--- src/rtl/cam_ctrl_pkg.sv ---
// cam_ctrl_pkg: shared types and constants for the CAM sequencer/arbiter.
// Optional feature macro used by this slice: CAM_CTRL_RR_EN (round-robin arbitration).
package cam_ctrl_pkg;

    localparam int DATA_W_DEF    = 8;
    localparam int SIZE_ADDR_DEF = 4;

    localparam logic OP_LOOKUP = 1'b0;
    localparam logic OP_INSERT = 1'b1;

    // Cleared CAM entries read as 0x00, so that key can never be stored or searched.
    localparam logic [7:0] RESERVED_KEY = 8'h00;

    typedef enum logic [2:0] {
        ST_IDLE   = 3'd0,
        ST_SEARCH = 3'd1,
        ST_CHECK  = 3'd2,
        ST_WRITE  = 3'd3,
        ST_RESP   = 3'd4
    } state_t;

endpackage

--- src/rtl/cam_req_arbiter.sv ---
// cam_req_arbiter: picks one requester while the sequencer is idle.
// CAM_CTRL_RR_EN defined   -> round-robin, pointer moves past the last grant.
// CAM_CTRL_RR_EN undefined -> fixed priority, lowest index wins (pointer pinned at 0).
module cam_req_arbiter
    import cam_ctrl_pkg::*;
#(
    parameter int NB_REQ = 2,
    parameter int ID_W   = 1
) (
    input  logic              clk,
    input  logic              rst_n,
    input  logic [NB_REQ-1:0] req_valid,
    input  logic              grant_en,
    output logic [NB_REQ-1:0] grant,
    output logic [ID_W-1:0]   grant_id
);

    logic [ID_W-1:0] prio_ptr;
    logic [ID_W-1:0] prio_ptr_n;
    logic            any_grant;

    // Choose the valid requester closest to the priority pointer, then one-hot encode it.
    always_comb begin
        int best_rank;
        int rank;
        best_rank = NB_REQ;
        rank      = 0;
        grant_id  = '0;
        grant     = '0;
        for (int i = 0; i < NB_REQ; i++) begin
            if (i >= int'(prio_ptr)) rank = i - int'(prio_ptr);
            else                     rank = i + NB_REQ - int'(prio_ptr);
            if (grant_en && req_valid[i] && (rank < best_rank)) begin
                best_rank = rank;
                grant_id  = ID_W'(i);
            end
        end
        any_grant = (best_rank < NB_REQ);
        for (int i = 0; i < NB_REQ; i++) begin
            grant[i] = any_grant && (grant_id == ID_W'(i));
        end
    end

`ifdef CAM_CTRL_RR_EN
    // Next pointer is one past the granted requester, wrapping at NB_REQ.
    always_comb begin
        prio_ptr_n = prio_ptr;
        if (any_grant) begin
            if (int'(grant_id) == NB_REQ - 1) prio_ptr_n = '0;
            else                              prio_ptr_n = grant_id + 1'b1;
        end
    end
`else
    // Fixed priority: the search always starts at requester 0.
    always_comb begin
        prio_ptr_n = '0;
    end
`endif

    // Priority pointer register.
    always_ff @(posedge clk or negedge rst_n) begin
        if (!rst_n) prio_ptr <= '0;
        else        prio_ptr <= prio_ptr_n;
    end

endmodule

--- src/rtl/cam_ctrl.sv ---
// cam_ctrl: serialises lookup/insert requests onto one CAM, owns linear slot
// allocation and returns a one-cycle response to the granted requester.
// Optional feature macro: CAM_CTRL_RR_EN (round-robin arbitration in cam_req_arbiter).
module cam_ctrl
    import cam_ctrl_pkg::*;
#(
    parameter int NB_REQ    = 2,
    parameter int NB_MEM    = 16,
    parameter int SIZE_ADDR = SIZE_ADDR_DEF,
    parameter int DATA_W    = DATA_W_DEF
) (
    input  logic                     clk,
    input  logic                     rst_n,
    input  logic [NB_REQ-1:0]        req_valid,
    input  logic [NB_REQ-1:0]        req_op,
    input  logic [NB_REQ*DATA_W-1:0] req_data,
    output logic [NB_REQ-1:0]        req_ready,
    output logic [NB_REQ-1:0]        rsp_valid,
    output logic                     rsp_hit,
    output logic                     rsp_err,
    output logic [SIZE_ADDR:0]       rsp_idx,
    output logic                     cam_enable,
    output logic                     cam_write,
    output logic [SIZE_ADDR:0]       cam_addr,
    output logic [DATA_W-1:0]        cam_data,
    input  logic [SIZE_ADDR:0]       cam_out,
    input  logic                     cam_found,
    output logic                     full,
    output logic [SIZE_ADDR:0]       count
);

    localparam int              ID_W     = (NB_REQ > 2) ? 2 : 1;
    localparam logic [SIZE_ADDR:0]   MEM_FULL = (SIZE_ADDR+1)'(NB_MEM);
    localparam logic [SIZE_ADDR-1:0] LAST_PTR = SIZE_ADDR'(NB_MEM - 1);

    state_t                 state;
    state_t                 state_n;
    logic                   grant_en;
    logic [NB_REQ-1:0]      grant;
    logic [ID_W-1:0]        gnt_id;
    logic [DATA_W-1:0]      sel_key;
    logic                   sel_op;
    logic                   sel_rsvd;
    logic [ID_W-1:0]        id_r;
    logic                   op_r;
    logic [DATA_W-1:0]      key_r;
    logic                   hit_r;
    logic                   err_r;
    logic [SIZE_ADDR:0]     idx_r;
    logic [SIZE_ADDR-1:0]   alloc_ptr;

    assign grant_en  = (state == ST_IDLE);
    assign req_ready = grant;
    assign full      = (count == MEM_FULL);
    assign sel_rsvd  = (sel_key == DATA_W'(RESERVED_KEY));

    cam_req_arbiter #(
        .NB_REQ (NB_REQ),
        .ID_W   (ID_W)
    ) u_arb (
        .clk       (clk),
        .rst_n     (rst_n),
        .req_valid (req_valid),
        .grant_en  (grant_en),
        .grant     (grant),
        .grant_id  (gnt_id)
    );

    // Route the granted requester's op and key to the latch stage.
    always_comb begin
        sel_key = '0;
        sel_op  = OP_LOOKUP;
        for (int i = 0; i < NB_REQ; i++) begin
            if (grant[i]) begin
                sel_key = req_data[i*DATA_W +: DATA_W];
                sel_op  = req_op[i];
            end
        end
    end

    // Control state: FSM state, fill pointer and occupancy count.
    always_ff @(posedge clk or negedge rst_n) begin
        if (!rst_n) begin
            state     <= ST_IDLE;
            alloc_ptr <= '0;
            count     <= '0;
        end else begin
            state <= state_n;
            if (state == ST_WRITE) begin
                if (alloc_ptr != LAST_PTR) alloc_ptr <= alloc_ptr + 1'b1;
                if (!full)                 count     <= count + 1'b1;
            end
        end
    end

    // Transaction context and response fields; meaningful only while a transaction is open.
    always_ff @(posedge clk) begin
        case (state)
            ST_IDLE: begin
                if (|grant) begin
                    id_r  <= gnt_id;
                    op_r  <= sel_op;
                    key_r <= sel_key;
                    hit_r <= 1'b0;
                    err_r <= sel_rsvd;
                    idx_r <= '0;
                end
            end
            ST_CHECK: begin
                hit_r <= cam_found;
                err_r <= (op_r == OP_INSERT) && !cam_found && full;
                idx_r <= cam_found ? cam_out : '0;
            end
            ST_WRITE: begin
                hit_r <= 1'b0;
                err_r <= 1'b0;
                idx_r <= {1'b0, alloc_ptr};
            end
            default: ;
        endcase
    end

    // Next-state decode and all CAM/response pin values for the current state.
    always_comb begin
        state_n    = state;
        cam_enable = 1'b0;
        cam_write  = 1'b0;
        cam_addr   = '0;
        cam_data   = '0;
        rsp_valid  = '0;
        rsp_hit    = 1'b0;
        rsp_err    = 1'b0;
        rsp_idx    = '0;
        case (state)
            ST_IDLE: begin
                if (|grant) state_n = sel_rsvd ? ST_RESP : ST_SEARCH;
            end
            ST_SEARCH: begin
                cam_enable = 1'b1;
                cam_data   = key_r;
                state_n    = ST_CHECK;
            end
            ST_CHECK: begin
                if ((op_r == OP_LOOKUP) || cam_found || full) state_n = ST_RESP;
                else                                          state_n = ST_WRITE;
            end
            ST_WRITE: begin
                cam_write = 1'b1;
                cam_addr  = {1'b0, alloc_ptr};
                cam_data  = key_r;
                state_n   = ST_RESP;
            end
            ST_RESP: begin
                rsp_valid = NB_REQ'(1) << id_r;
                rsp_hit   = hit_r;
                rsp_err   = err_r;
                rsp_idx   = idx_r;
                state_n   = ST_IDLE;
            end
            default: state_n = ST_IDLE;
        endcase
    end

endmodule

--- config.mk ---
export PLATFORM = sky130hd
export DESIGN_NAME = cam_ctrl
export DESIGN_NICKNAME = d
export VERILOG_FILES = /design/src/rtl/cam_ctrl_pkg.sv /design/src/rtl/cam_req_arbiter.sv /design/src/rtl/cam_ctrl.sv
export SDC_FILE = /design/constraint.sdc
export NUM_CORES = 1
export LEC_CHECK = 0
export ABC_AREA = 1
export BUFFER_PORTS_ARGS = -buffer_cell sky130_fd_sc_hd__buf_2
export CORE_ASPECT_RATIO = 1.75
export CORE_MARGIN = 1.5
export CORE_UTILIZATION = 49
export CTS_CLUSTER_DIAMETER = 120
export DETAILED_ROUTE_END_ITERATION = 10
export GPL_ROUTABILITY_DRIVEN = 0
export PLACE_DENSITY_LB_ADDON = 0.15
export SYNTH_ARGS = -nofsm -noshare
export SYNTH_HDL_FRONTEND = slang
export SYNTH_SLANG_ARGS = --single-unit
--- constraint.sdc ---
create_clock -name clk -period 2 [get_ports clk]
set_input_delay 0.1 -clock clk [delete_from_list [all_inputs] [get_ports clk]]
set_output_delay 0.1 -clock clk [all_outputs]
set_load 0.02 [all_outputs]
==> results.yml, run 1 <==
power:
  p_comb_share_pct: 44.3
  powerDensity_nw_per_um2: 1380
  vdd_drop_max_mv: 0.683
  swShare_pct: 42.9
  p_seq_share_pct: 38.9
  leakagePower_nw: 1.23
  p_int_mw: 1.63
  clkPwrFrac_pct: 16.8
  p_switching_mw: 1.22
placed_design:
  portBuffers: 58
  hpwl_mm: 2.54
  preCtsSetupSlack_ps: 383
  post_dp_cell_area_um2: 1960
critical_path:
  worstSetupPathType: "reg2out"
  startpoint_type: "register"
  crit_chain: "nor2_4 > nand2_1 > nor2_1 > buf_2"
  crit_path_end_kind: "primary output"
  crit_path_max_incr_delay_ps: 430
  cp_slowest_cell: "dfrtp_1"
  cp_max_fo: 9
  worst_ep_required_time_ps: 1900
  crit_arrival_ps: 1530
logic_synthesis:
  yosysSeqAreaShare_pct: 49.6
  synth_top_area_share_pct: 31.2
  synth-seq-cells: 29
  yosys-top-cells-area: "edfxtp_1 (31%), dfrtp_1 (18%), inv_1 (13%)"
  syn-cell-area_um2: 1630
  synth_cell_types: 25
  synth.most_common_cell: "inv_1"
  synthCells: 203
  async_flop_share_pct: 41.4
  synth.largest_area_cell: "edfxtp_1"
  syn_area_per_cell_um2: 8.05
  synth-edff-count: 17
  synth_common_cells: "inv_1 (57), nor2_1 (52), nand2_1 (21)"
  synth_ff_type: "edfxtp_1"
  yosysWarningCount: 0
  synthesis.nets: 234
finish:
  area_delta_synth_final_pct: 26.3
  design_area_um2: 2060
  fillCellCount: 321
  final_nets: 298
  drive_above_1_share_pct: 28.0
  num_antenna_cells: 0
  seqCellArea_um2: 811
  fin_util_pct: 65.0
  multi_input_area_um2: 583
grt:
  antenna_found_initial: 0
  grt_max_degree: 13
  grt_pass1_vias: 1335
  grt_pass1_wl_mm: 5.19
  grt_usage_pct: 19.2
  overflow: 0
clock_network:
  cts_buffers: 5
  clk-insertion-delay-late_ps: 280
  clock_path_buffers: 2
  cts_resized: 0
  cts_tree: "yes"
  root_buffer: "clkbuf_8"
  htree_levels: 2
  post-cts-setup-buffers: 0
  hold_buffers: 1
  clkTransAtPathRegs_ps: 60
  clock_sinks: 29
timing:
  finalMaxSlewViolations: 0
  fin_setup_tns_ps: 0
  finalWorstPathRequiredPeriod_ps: 1630
  hold_ws_ps: 114
  hold_viol: 0
  rsz0062_at_grt: "no"
  min_period_over_period_pct: 81.3
  fmax_mhz: 615
  worst_slack_ps: 374
  setup_violations: 0
  skew_ps: 8.29
die:
  ioPinCount: 60
  rows: 27
  die_w_um: 46.7
  start_util_pct: 51.5
  core_um2: 3180
  die_h_um: 79.4
  die_area_um2: 3700
flow_run:
  cap_violations: 0
outcome:
  outcome: "completed"
route:
  route.met3.wl_um: 154
  drt_iter0_drc: 26
  antenna_left: 0
  firstDrtPassIters: 4
  avgRoutedWirePerCell_um: 9.86
  wl_mm: 3.07
  highest_layer: "met4"
  post_drt_via_cell_ratio: 4.50
  drc: 0
  via_count: 1399
  wl_met1_mm: 1.08
  wl_met2_mm: 1.78
min_path:
  worst_hold_path_type: "in2reg"
layout by cell type, fill, tap and decap left out, drive strengths merged:
cell type and count:
inv 60, buf 58, nor2 55, nand2 22
edfxtp 17, dfrtp 12, o21ai 9, clkbuf 8
nand3 6, xor2 5, a21oi 4, ha 3
nand4 2, and2 1, a22o 1, xnor2 1
a31oi 1, nor3 1, conb 1, dlygate4sd3 1
critical path, delay by kind of cell, from the launching register on:
| family | cells | cell delay [ps] |
|---|---|---|
| and+or+nand+nor | 3 | 630 |
| buffers and inverters | 1 | 190 |
| DFF | 1 | 430 |
per-layer routing:
| metal | vias up | GRT usage [%] |
|---|---|---|
| li1 | 728 | - |
| met1 | 621 | 18.2 |
| met2 | 43 | 36.5 |
| met3 | 7 | 4.98 |
| met4 | 0 | 6.67 |
| met5 | - | 0 |
cells by family after synthesis:
group           after synthesis  synth area share, %
compound gates               15                 6.05
flops                        29                 49.6
simple gates                 87                 23.9
buf+inv                      62                 14.7
fa+ha+maj                     3                 2.30
xor+xnor                      6                 3.22
other cells                   1                0.229
power by group through the flow:
stage | Combinational [mW] | Sequential (mW) | Clock, mW
final | 1.26 | 1.11 | 0.478
after global routing | 1.44 | 1.14 | 0.520
after CTS | 1.29 | 1.11 | 0.493
after detailed placement | 1.28 | 1.12 | 0
after global placement | 1.26 | 1.11 | 0
after floorplan | 0.869 | 1.15 | 0
registers in the layout, indices dropped and copies added (netlist names):
register,cells
id_r,1
idx_r,5
state,3
err_r,1
op_r,1
hit_r,1
alloc_ptr,4
key_r,8
count,5
area by class of cell:
type	instances	share of cell area [%]
repair buffers	59	14.6
flip-flops and latches	29	39.3
multi-input cells	112	28.3
clock buffers	8	4.37
inverters	60	10.9
well taps	43	2.61
through the flow:
step	cells	total power [mW]
after global routing	311	3.10
after floorplan	203	2.02
after detailed placement	302	2.40
final	311	2.84
after CTS	311	2.89
after global placement	302	2.38
final timing paths:
path / from / to / slack [ps] / cells past startpoint
min reg2reg: count[4] / count[4] / 520 / 1
min in group asynchronous: rst_n / count[0] / 230 / 2
min: cam_out[2] / idx_r[2] / 110 / 3
max reg2reg: state[1] / id_r / 380 / 5
max: state[1] / rsp_err / 370 / 4
max in group asynchronous: rst_n / alloc_ptr[1] / 1550 / 2
Note: power is estimated with default switching activity, not from simulation.
==> inputs of run 2 (changes only) <==
- clock period: 2 -> 1.6 ns (I/O delays scaled with it)
==> results.yml, run 2 (same netlist as run 1, synthesis figures left out) <==
critical_path:
  cp-startpoint: "state[0]"
  crit_arrival_ps: 1610
  cp_slowest_cell: "dfrtp_1"
  worst_ep_required_time_ps: 1640
  regToRegStartpoint: "state[0]"
  cp_max_fo: 8
  crit_chain: "nor2_4 > nand4_4 > nor2_1 > nor2_1 > nand2_1 > nor2_1 > and2_1 > nand2_1 > nand2_1"
  crit_path_end_kind: "register"
  crit_path_max_incr_delay_ps: 420
  startpoint_type: "register"
  worstSetupPathType: "reg2reg"
  crit_family: "simple AND/OR/NAND/NOR gates"
  path_buf_inv: 0
timing:
  setup_violations: 0
  worst_slack_ps: 25.9
  finalMaxSlewViolations: 0
  hold_viol: 0
  finalWorstPathRequiredPeriod_ps: 1570
  rsz0062_at_grt: "yes"
  fmax_mhz: 635
  min_period_over_period_pct: 98.4
  skew_ps: 7.76
  fin_setup_tns_ps: 0
  hold_ws_ps: 89.5
die:
  die_w_um: 46.7
  ioPinCount: 60
  rows: 27
  die_area_um2: 3700
  start_util_pct: 51.5
  die_h_um: 79.4
  core_um2: 3180
finish:
  seqCellArea_um2: 811
  reg_top3: "key_r (8), count (5), idx_r (5)"
  final_nets: 307
  mostFrequentLayoutCells: "inv_1 (57), buf_2 (56), nor2_1 (51)"
  final_common_cell: "inv_1"
  top_register: "key_r"
  drive_above_1_share_pct: 30.7
  num_antenna_cells: 0
  fillCellCount: 305
  fin_util_pct: 67.4
  multi_input_area_um2: 586
  largest_register_ff_count: 8
  area_delta_synth_final_pct: 31.0
power:
  finalPower_mw: 3.68
  powerDensity_nw_per_um2: 1720
  leakagePower_nw: 1.28
  vdd_drop_max_mv: 0.930
grt:
  overflow: 0
  grt_usage_pct: 19.8
  grt_pass1_wl_mm: 5.30
  grt_max_degree: 13
  grt_pass1_vias: 1376
  antenna_found_initial: 0
clock_network:
  clock_sinks: 29
  clkTransAtPathRegs_ps: 60
  clock_path_buffers: 2
  cts_buffers: 5
  cts_tree: "yes"
  clk-insertion-delay-late_ps: 280
  root_buffer: "clkbuf_8"
  htree_levels: 2
route:
  via_count: 1425
  antenna_left: 0
  firstDrtPassIters: 4
  drt_iter0_drc: 15
  drc: 0
  wl_mm: 3.20
  post_drt_via_cell_ratio: 4.45
  avgRoutedWirePerCell_um: 10.0
placed_design:
  hpwl_mm: 2.64
  portBuffers: 58
  preCtsSetupSlack_ps: 23.7
outcome:
  outcome: "completed"
min_path:
  worst_hold_path_type: "in2reg"
  hp-start: "req_op[1]"
flow_run:
  cap_violations: 0
## run 2: cell count changes in the layout (fill, tap and decap cells not counted), sizes merged
cell | before | now
buf | 58 | 67
## run 2: routing by layer
layer / share of wire (%) / up-vias / wire (um) / GRT usage [%]
met5: 0 / - / 0 / 0
met4: 3.5 / 0 / 113 / 10.0
met3: 5.2 / 12 / 167 / 5.20
met2: 57 / 49 / 1830 / 37.9
met1: 34 / 620 / 1090 / 17.0
li1: - / 744 / - / -
## run 2: timing repair
action | 4_1_cts | 5_1_grt
endpoints found under the hold margin | 12 | 0
endpoints found under the setup margin | 0 | 28
gates resized for setup | 0 | 5
hold buffers | 1 | 0
buffers inserted | 0 | 2
## run 2: where the power goes
part           total [mW]  internal [mW]  switching, mW
logic                1.70          0.593           1.11
clock network       0.597          0.349          0.248
registers            1.38           1.18          0.198
total                3.68           2.13           1.56
## run 2: final timing paths
check / end / slack, ps / cells after the start
min reg2reg: count[4] / 520 / 1
min in group asynchronous: state[2] / 210 / 2
max reg2reg: err_r / 30 / 9
max: err_r / 30 / 9
min: op_r / 90 / 2
max in group asynchronous: state[0] / 1180 / 2
## run 2: worst reg2reg max path, cell delays in order, from the launching register on
cell     delay [ps]
dfrtp_1         420
nor2_4          190
nand4_4         160
nor2_1          130
nor2_1           60
nand2_1          60
nor2_1           60
and2_1          160
nand2_1          50
nand2_1          40
## run 2: metrics by stage
stage / instances / cell area (um^2)
floorplan: 203 / 1630
global placement: 309 / 2020
detailed placement: 309 / 2020
CTS: 318 / 2120
global route: 320 / 2140
finish: 320 / 2140
## run 2: layout make-up
type | instances | share of cell area (%)
inverter | 60 | 10.6
timing repair buffer | 68 | 17.4
multi-input combinational | 112 | 27.4
clock buffer | 8 | 4.21
tap | 43 | 2.51
sequential | 29 | 37.9
==> inputs of run 3 (changes only) <==
- CTS_CLUSTER_SIZE: unset -> 12
- REMOVE_ABC_BUFFERS: unset -> 1
==> results.yml, run 3 (same netlist as run 1, synthesis figures left out) <==
outcome:
  outcome: "finished, violations left"
  violations: "setup timing"
clock_network:
  htree_levels: 2
  clk-insertion-delay-late_ps: 280
  root_buffer: "clkbuf_8"
  clock_path_buffers: 2
  cts_tree: "yes"
  clock_sinks: 29
  clkTransAtPathRegs_ps: 60
  cts_buffers: 5
die:
  die_area_um2: 3700
  rows: 27
  die_w_um: 46.7
  start_util_pct: 51.5
  die_h_um: 79.4
  core_um2: 3180
  ioPinCount: 60
timing:
  fmax_mhz: 587
  min_period_over_period_pct: 107
  hold_viol: 0
  skew_ps: 6.08
  finalMaxSlewViolations: 0
  worst_slack_ps: -104
  finalWorstPathRequiredPeriod_ps: 1700
  rsz0062_at_grt: "yes"
  setup_violations: 3
power:
  powerDensity_nw_per_um2: 1750
  finalPower_mw: 4.12
  leakagePower_nw: 1.34
  p_seq_share_pct: 33.7
  p_switching_mw: 1.76
  clkPwrFrac_pct: 14.7
  swShare_pct: 42.8
  vdd_drop_max_mv: 0.968
  p_comb_share_pct: 51.5
  p_int_mw: 2.36
finish:
  fin_util_pct: 74.2
  final_nets: 318
  final_common_cell: "inv_1"
  mostFrequentLayoutCells: "inv_1 (56), buf_2 (52), nor2_1 (39)"
  drive_above_1_share_pct: 39.9
  area_delta_synth_final_pct: 44.3
  largest_register_ff_count: 8
  reg_top3: "key_r (8), count (5), idx_r (5)"
  top_register: "key_r"
  design_area_um2: 2360
  num_antenna_cells: 0
placed_design:
  portBuffers: 58
  post_dp_cell_area_um2: 2020
  hpwl_mm: 2.65
grt:
  grt_busiest_layer: "met2"
  grt_max_degree: 13
  grtUsageMet3_pct: 5.66
  grt_usage_pct: 20.3
  antenna_found_initial: 0
  grt_pass1_wl_mm: 5.47
  overflow: 0
  grt_pass1_vias: 1371
  grtUsageMet2_pct: 38.3
  grt_use_met1_pct: 19.2
critical_path:
  regToRegStartpoint: "state[1]"
  worst_ep_required_time_ps: 1640
  worstRegToRegCells: 9
  cp_max_fo: 8
  cp-startpoint: "state[1]"
  startpoint_type: "register"
  worstSetupPathType: "reg2reg"
  crit_path_end_kind: "register"
  crit_arrival_ps: 1740
  r2r-end: "err_r"
  crit_end: "err_r"
  r2r_slack_ps: -100
route:
  firstDrtPassIters: 4
  drt_iter0_drc: 26
  wl_mm: 3.58
  drc: 0
  via_count: 1510
  post_drt_via_cell_ratio: 4.56
  antenna_left: 0
  avgRoutedWirePerCell_um: 10.8
min_path:
  worst_hold_path_type: "in2reg"
flow_run:
  cap_violations: 0
-- run 3: timing repair --
item,4_1_cts,5_1_grt
hold buffers,1,0
buffers inserted,4,8
endpoints found under the setup margin,5,35
gates resized for setup,0,44
pin swaps,1,12
hold endpoints to repair,12,0
-- run 3: final cells by class --
class	count	area (um^2)
clock buffer	8	90.1
fill	273	818
inverter	60	228
multi-input combinational	112	679
sequential	29	811
tap	43	53.8
timing repair buffer	79	495
-- run 3: worst min-delay path by stage --
stage | start | to | cells past startpoint
detailed placement | rst_n | count[2] | 1
global route | req_op[1] | op_r | 2
CTS | cam_out[3] | idx_r[3] | 3
floorplan | rst_n | alloc_ptr[0] | 0
finish | cam_out[3] | idx_r[3] | 3
global placement | rst_n | count[4] | 1
-- run 3: power by group through the flow --
stage	Clock (mW)	Sequential (mW)	Combinational, mW
after floorplan	0	1.43	1.08
after global placement	0	1.38	1.69
after detailed placement	0	1.39	1.72
after CTS	0.606	1.38	1.79
after global routing	0.646	1.42	2.34
final	0.607	1.39	2.12
-- run 3: per-layer routing --
metal  vias up  routed length (um)
met3        11                 218
met4         0                  88
met1       673                1160
met5         -                   0
met2        57                2110
li1        769                   -
-- run 3: critical path, cell delays in order (launching register included) --
cell,delay [ps]
dfrtp_1,420
nor2_4,190
nand4_4,240
nor2_1,170
nor2_1,70
nand2_1,80
nor2_2,50
and2_4,160
nand2_2,40
nand2_1,40
-- run 3: metrics by stage --
stage          setup TNS [ps]  setup WS [ps]  std cells  hold slack (ps)
2_1_floorplan               0           71.0        201             -216
3_3_place_gp                0           36.6        310            -34.4
3_5_place_dp                0           6.98        310            -31.6
4_1_cts                     0          0.183        323             83.0
5_1_grt                  -915           -214        331              104
6_report                 -150           -104        331             84.3
